<file path="src/rtl/traffic_light_monitor.sv">
// traffic_light_monitor
//   Watches the two lamp heads of a two-road intersection and checks that
//   they step through the four-phase sequence with the configured dwell
//   times (A green -> A yellow -> B green -> B yellow -> A green ...).
//
//   Parameters : A_GREEN_CYC, A_YELLOW_CYC, B_GREEN_CYC, B_YELLOW_CYC
//                required dwell (cycles, 1..14) of phases 0..3.
//   Ports      : clk          rising-edge clock
//                reset        async active-low reset
//                LightA/B     observed lamps, one-hot {red,yellow,green}
//                phase        tracked phase while locked, else 0
//                locked       synchronised to the sequence
//                err_illegal  one-cycle pulse: lamp pattern not legal
//                err_seq      one-cycle pulse: phase skipped / went backwards
//                err_dur      one-cycle pulse: phase dwell too short / long
//                cycle_done   one-cycle pulse per correctly timed full cycle
//                cycle_count  wrapping count of cycle_done pulses
//                err_count    saturating count of error cycles
//   Option     : TLM_ERR_COUNT_EN -- when defined, err_count is a real
//                counter; otherwise it is tied to zero.
//
//   Every output is registered: the sample taken at edge N shows up on the
//   outputs right after edge N.
module traffic_light_monitor #(
  parameter logic [3:0] A_GREEN_CYC  = 4'd8,
  parameter logic [3:0] A_YELLOW_CYC = 4'd3,
  parameter logic [3:0] B_GREEN_CYC  = 4'd10,
  parameter logic [3:0] B_YELLOW_CYC = 4'd3
) (
  input  logic       clk,
  input  logic       reset,
  input  logic [2:0] LightA,
  input  logic [2:0] LightB,
  output logic [1:0] phase,
  output logic       locked,
  output logic       err_illegal,
  output logic       err_seq,
  output logic       err_dur,
  output logic       cycle_done,
  output logic [7:0] cycle_count,
  output logic [7:0] err_count
);

  typedef enum logic {SYNC, LOCKED} state_t;

  state_t     state;
  logic       first;    // no sample seen since reset
  logic [1:0] prev_ph;  // phase of the previous sample
  logic       prev_ok;  // previous sample was legal
  logic [1:0] cur_ph;   // phase being tracked while LOCKED
  logic [3:0] dwell;    // samples seen in cur_ph, 1 on entry

  // Decode the current sample
  logic       legal;
  logic [1:0] smp;
  logic [1:0] nxt_ph;
  logic [3:0] req;

  always_comb begin
    legal = 1'b1;
    smp   = 2'd0;
    case ({LightA, LightB})
      6'b001_100: smp = 2'd0;
      6'b010_100: smp = 2'd1;
      6'b100_001: smp = 2'd2;
      6'b100_010: smp = 2'd3;
      default:    legal = 1'b0;
    endcase
  end

  always_comb begin
    nxt_ph = cur_ph + 2'd1;
    case (cur_ph)
      2'd0:    req = A_GREEN_CYC;
      2'd1:    req = A_YELLOW_CYC;
      2'd2:    req = B_GREEN_CYC;
      default: req = B_YELLOW_CYC;
    endcase
  end

  // In SYNC we lock on the very first sample if it is phase 0, or on any
  // later sample whose phase differs from the one before it (an illegal
  // previous sample counts as different).
  logic lock_now;
  assign lock_now = first ? (smp == 2'd0) : (!prev_ok || smp != prev_ph);

  always_ff @(posedge clk or negedge reset) begin
    if (!reset) begin
      state       <= SYNC;
      first       <= 1'b1;
      prev_ph     <= 2'd0;
      prev_ok     <= 1'b0;
      cur_ph      <= 2'd0;
      dwell       <= 4'd0;
      phase       <= 2'd0;
      locked      <= 1'b0;
      err_illegal <= 1'b0;
      err_seq     <= 1'b0;
      err_dur     <= 1'b0;
      cycle_done  <= 1'b0;
      cycle_count <= 8'd0;
    end else begin
      err_illegal <= 1'b0;
      err_seq     <= 1'b0;
      err_dur     <= 1'b0;
      cycle_done  <= 1'b0;
      first       <= 1'b0;
      if (!legal) begin
        // Illegal pattern overrides every other check this cycle.
        err_illegal <= 1'b1;
        state       <= SYNC;
        prev_ok     <= 1'b0;
        dwell       <= 4'd0;
        locked      <= 1'b0;
        phase       <= 2'd0;
      end else begin
        prev_ph <= smp;
        prev_ok <= 1'b1;
        case (state)
          SYNC: begin
            if (lock_now) begin
              state  <= LOCKED;
              cur_ph <= smp;
              dwell  <= 4'd1;
              locked <= 1'b1;
              phase  <= smp;
            end else begin
              locked <= 1'b0;
              phase  <= 2'd0;
            end
          end
          LOCKED: begin
            if (smp == cur_ph) begin
              // dwell == req means this sample is the (req+1)-th: overstay.
              if (dwell == req) begin
                err_dur <= 1'b1;
                state   <= SYNC;
                locked  <= 1'b0;
                phase   <= 2'd0;
              end else begin
                dwell <= dwell + 4'd1;
              end
            end else begin
              cur_ph <= smp;
              dwell  <= 4'd1;
              locked <= 1'b1;
              phase  <= smp;
              if (smp == nxt_ph) begin
                if (dwell != req) begin
                  err_dur <= 1'b1;
                end else if (cur_ph == 2'd3) begin
                  cycle_done  <= 1'b1;
                  cycle_count <= cycle_count + 8'd1;
                end
              end else begin
                // Out-of-order phase: no duration check, relock on it.
                err_seq <= 1'b1;
              end
            end
          end
          default: state <= SYNC;
        endcase
      end
    end
  end

`ifdef TLM_ERR_COUNT_EN
  // Counts from the registered pulses, so it trails them by one cycle.
  always_ff @(posedge clk or negedge reset) begin
    if (!reset)
      err_count <= 8'd0;
    else if ((err_illegal || err_seq || err_dur) && err_count != 8'hFF)
      err_count <= err_count + 8'd1;
  end
`else
  assign err_count = 8'd0;
`endif

endmodule

</file>
<file path="config.mk">
export PLATFORM = sky130hd
export DESIGN_NAME = traffic_light_monitor
export DESIGN_NICKNAME = d
export VERILOG_FILES = /design/src/rtl/traffic_light_monitor.sv
export SDC_FILE = /design/constraint.sdc
export NUM_CORES = 1
export LEC_CHECK = 0
export CORE_MARGIN = 10
export CORE_UTILIZATION = 49
export DETAILED_ROUTE_END_ITERATION = 10
export PLACE_DENSITY_LB_ADDON = 0.3
export SYNTH_ARGS = -nofsm -noshare
export SYNTH_HDL_FRONTEND = slang
export SYNTH_SLANG_ARGS = --single-unit
</file>
<file path="constraint.sdc">
create_clock -name clk -period 2.98 [get_ports clk]
set_input_delay 0.447 -clock clk [delete_from_list [all_inputs] [get_ports clk]]
set_output_delay 0.447 -clock clk [all_outputs]
set_load 0.01 [all_outputs]
</file>
==> results.md <==
- The hold violation total from the final report is 0.
- The proportion of layout cells with a drive suffix above 1 is 0.100.
- The run finished with clean final reports.
- The area growth from synthesis to layout is 21.1%.
- The actual transition at the worst max-transition pin is 0.567 ns.
- The count of non-filler cells in the finished layout is 191.
- The number of synthesized flops with an enable pin is 0.
- Measured against its own limit, the worst slew margin works out to 0.619.
- The floorplan step defined a core boundary enclosing 0.00271 mm².
- After the first detailed-routing iteration, the DRC count stood at 63.
- The path class of the tightest hold or removal check is in -> async.
- The finished cells cover 0.00166 mm².
- The max-slew violation count is 0.
- Dividing total power by cell area gives a power density of 383 mW/mm².
- The overall routing resource usage is 0.118.
- The number of I/O port buffers is 22.
- The total number of H-tree levels is 1.
- The count of nets left with antenna violations once routing finished came out at 0.
- The total overflow left after global routing is 0.
- The register bit count reported by yosys is 26.
- The initial utilization of the core area, before any placement, comes to 0.506.
- The clock transition at the registers of the reported paths is 0.13 ns.
- The setup TNS is 0 ns.
- Dividing the synthesized area by the synthesized cell count gives 10.5 µm².
- The total wire length is 2920 µm.
- The post-CTS setup-driven buffer insertion count is 0.
- The total number of placement rows is 19.
- The max-capacitance violation count is 0.
- Fill cells in the final layout number 236.
- Using the TritonRoute via totals, the vias-per-cell ratio works out to 5.25.
- The clock insertion delay at the later pin of the skew report is 0.31 ns.
- The share of synthesized area in the top cell type comes to 0.456.
- The TritonCTS clock tree is done.
- The startpoint-to-endpoint class of the critical path is in -> reg.
- Counting flops with an async set or reset pin after synthesis yields a share of 1.00.
- In the post-synthesis netlist, the biggest area contributors are sky130_fd_sc_hd__dfrtp_1 (46%), sky130_fd_sc_hd__xnor2_1 (7.7%), sky130_fd_sc_hd__buf_4 (4.9%).
- The number of I/O pins is 31.
- Across the VDD grid, the largest voltage drop is 312 µV.
- The die covers 0.00531 mm².
- In this run the cell area measured after placement is 0.00163 mm².
- The estimated wirelength of the detail-placed design is 2350 µm.
- Setup repair after global routing left no endpoint under its margin.
- At the end of routability-driven placement, the weighted congestion stood at 0.800.
- The detailed router placed 1,002 vias in this run.
- The via count of the first global-routing pass is 1,050.
- For the final database, setup skew stands at 0.00314 ns.
- The data arrival at the endpoint of the critical path is 2.85 ns.
- The category of the worst setup path capture point is a register.
- The final layout contains 173 nets.
- The worst setup path is launched from a primary input.
- The first detailed-routing pass took 4 iterations.
- Entering global routing, the biggest net connects 27 pins.
- The antenna diode count is 0.
- The number of sinks on the clock net is 26.
- The detailed-route wire length per cell is 15.3 µm.
- The area used by multi-input combinational logic is 656 µm².
- The leakage power is 0.000758 µW.
- The required time at the endpoint of the critical path is 3.19 ns.
- For flop-to-flop paths, the worst setup slack is 0.73 ns.
- The post-cts hold buffer count is 0.
- The number of clock buffers added by TritonCTS is 3.
- The total of warnings raised by yosys is 0.
- The storage element area is 652 µm².
- The largest area contributor in the netlist is sky130_fd_sc_hd__dfrtp_1.
- The initial antenna violation count is 0.
- The global-route wire length before repair is 5030 µm.
- The proportion of synthesized chip area in sequential cells is 0.475.
- After technology mapping, the gate count stands at 130.
- Gates resized during post-CTS repair numbered 0.
- For this run, the leading register cell type out of synthesis is sky130_fd_sc_hd__dfrtp_1.
- Setup violations remaining at the end of the flow were counted as 0.
- The number of buffers between clock root and the deepest sink is 2.
- In this run the worst path has a maximum fanout of 8.
- Based on the critical path, the design can be clocked at up to 379 MHz.
- The buffer cell driving the clock tree root is sky130_fd_sc_hd__clkbuf_4.
- The netlist uses 41 different library cells.
- The cell area after synthesis is 0.00137 mm².
- The smallest clock period supported by the final layout is computed as 2.64 ns.
- The height of the die is 72.9 µm.
- The DRC violations left is 0.
- In this run, placement finished with an instance count of 187.
- The x dimension of the die is 72.9 µm.
- Dividing the final minimum period by the clock period gives 0.886.
synthesized netlist by cell type, types with 2 or more instances:
cell type / count
sky130_fd_sc_hd__nand2_1: 16
sky130_fd_sc_hd__a211oi_1: 2
sky130_fd_sc_hd__mux2i_1: 3
sky130_fd_sc_hd__nand3b_1: 2
sky130_fd_sc_hd__xor2_1: 2
sky130_fd_sc_hd__xnor2_1: 12
sky130_fd_sc_hd__and2_1: 2
sky130_fd_sc_hd__ha_1: 4
sky130_fd_sc_hd__buf_4: 9
sky130_fd_sc_hd__nand4_1: 4
sky130_fd_sc_hd__o21ai_0: 3
sky130_fd_sc_hd__nand3_1: 4
sky130_fd_sc_hd__nor3_1: 3
sky130_fd_sc_hd__a31o_2: 2
sky130_fd_sc_hd__dfrtp_1: 25
sky130_fd_sc_hd__inv_1: 6
sky130_fd_sc_hd__and2b_1: 2
sky130_fd_sc_hd__nor2_1: 5
sky130_fd_sc_hd__and3_1: 2
final cells by class:
class | count | share of cell area
Clock buffer | 4 | 0.0158
Inverter | 6 | 0.0136
Multi-Input combinational cell | 96 | 0.395
Tap cell | 31 | 0.0234
Timing Repair Buffer | 28 | 0.160
Sequential cell | 26 | 0.393
critical path, cell delays in order:
cell and delay, ns:
sky130_fd_sc_hd__clkdlybuf4s50_1 0.47, sky130_fd_sc_hd__xnor2_1 0.17, sky130_fd_sc_hd__or4_1 0.58, sky130_fd_sc_hd__buf_4 0.21
sky130_fd_sc_hd__xor2_1 0.17, sky130_fd_sc_hd__nor4b_4 0.44, sky130_fd_sc_hd__mux2_1 0.37
layer usage:
layer  routed length, µm  up-vias  global-route usage
li1                    -      490                   -
met1                1130      479               0.130
met2                1510       23               0.197
met3                 180       10              0.0395
met4                  89        0              0.0591
met5                   0        -                   0
path summary, 6_finish.rpt:
| check | cells past startpoint | startpoint | endpoint |
|---|---|---|---|
| worst max-delay path | 7 | LightB[1] | cycle_count[1]$_DFFE_PN0P_ |
| worst min-delay path | 2 | reset | dwell[0]$_DFFE_PN0P_ |
| worst max register to register | 6 | dwell[0]$_DFFE_PN0P_ | cycle_count[1]$_DFFE_PN0P_ |
| worst min register to register | 1 | cycle_count[7]$_DFFE_PN0P_ | cycle_count[7]$_DFFE_PN0P_ |
| max in group asynchronous | 2 | reset | first$_DFF_PN1_ |
| min in group clk | 1 | cycle_count[7]$_DFFE_PN0P_ | cycle_count[7]$_DFFE_PN0P_ |
layout by cell type, fill, tap and decap left out, drive strengths merged, types with 2 or more instances in the layout:
cell | synthesis | routed
a211oi | 3 | 3
a31o | 2 | 2
and2 | 2 | 2
and2b | 2 | 2
and3 | 2 | 2
buf | 9 | 6
clkbuf | 1 | 4
clkdlybuf4s50 | 0 | 22
conb | 1 | 9
dfrtp | 25 | 25
ha | 4 | 4
inv | 6 | 6
mux2i | 3 | 3
nand2 | 16 | 16
nand3 | 4 | 4
nand3b | 2 | 2
nand4 | 4 | 4
nor2 | 5 | 5
nor3 | 3 | 3
nor4b | 2 | 2
o21ai | 4 | 4
xnor2 | 12 | 12
xor2 | 2 | 2
metrics by stage:
step | setup slack [ns] | total power (µW) | utilization | hold WS (ns)
floorplan | 0.648 | 460 | - | 0.151
global placement | 0.0786 | 487 | 0.603 | 0.464
detailed placement | 0.0159 | 492 | 0.603 | 0.471
CTS | 0.361 | 645 | 0.613 | 0.474
global route | 0.196 | 673 | 0.613 | 0.480
finish | 0.340 | 635 | 0.613 | 0.473
state kept, by name, summed over array words and instances (netlist names):
signal	flops
err_illegal	1
locked	1
prev_ph	2
state	1
cycle_done	1
cycle_count	8
first	1
cur_ph	2
err_dur	1
err_seq	1
dwell	4
prev_ok	1
phase	2
where the power goes:
| group | internal (µW) | switching, µW |
|---|---|---|
| combinational | 49.3 | 58.3 |
| clock | 52.3 | 97.4 |
| sequential | 368 | 10.4 |
cells by family (layout without fill, tap and decap cells):
kind of cell / count (synthesis) / count (layout) / synth area share
other: 1 / 9 / 0.00273
and+or+nand+nor: 49 / 49 / 0.208
AOI/OAI and AO/OA: 16 / 16 / 0.0894
adders and majority gates: 4 / 4 / 0.0365
muxes: 4 / 4 / 0.0301
DFF: 26 / 26 / 0.475
buffers and inverters: 16 / 38 / 0.0684
xor gates and xnor gates: 14 / 14 / 0.0894
Note: power is estimated with default switching activity, not from simulation.
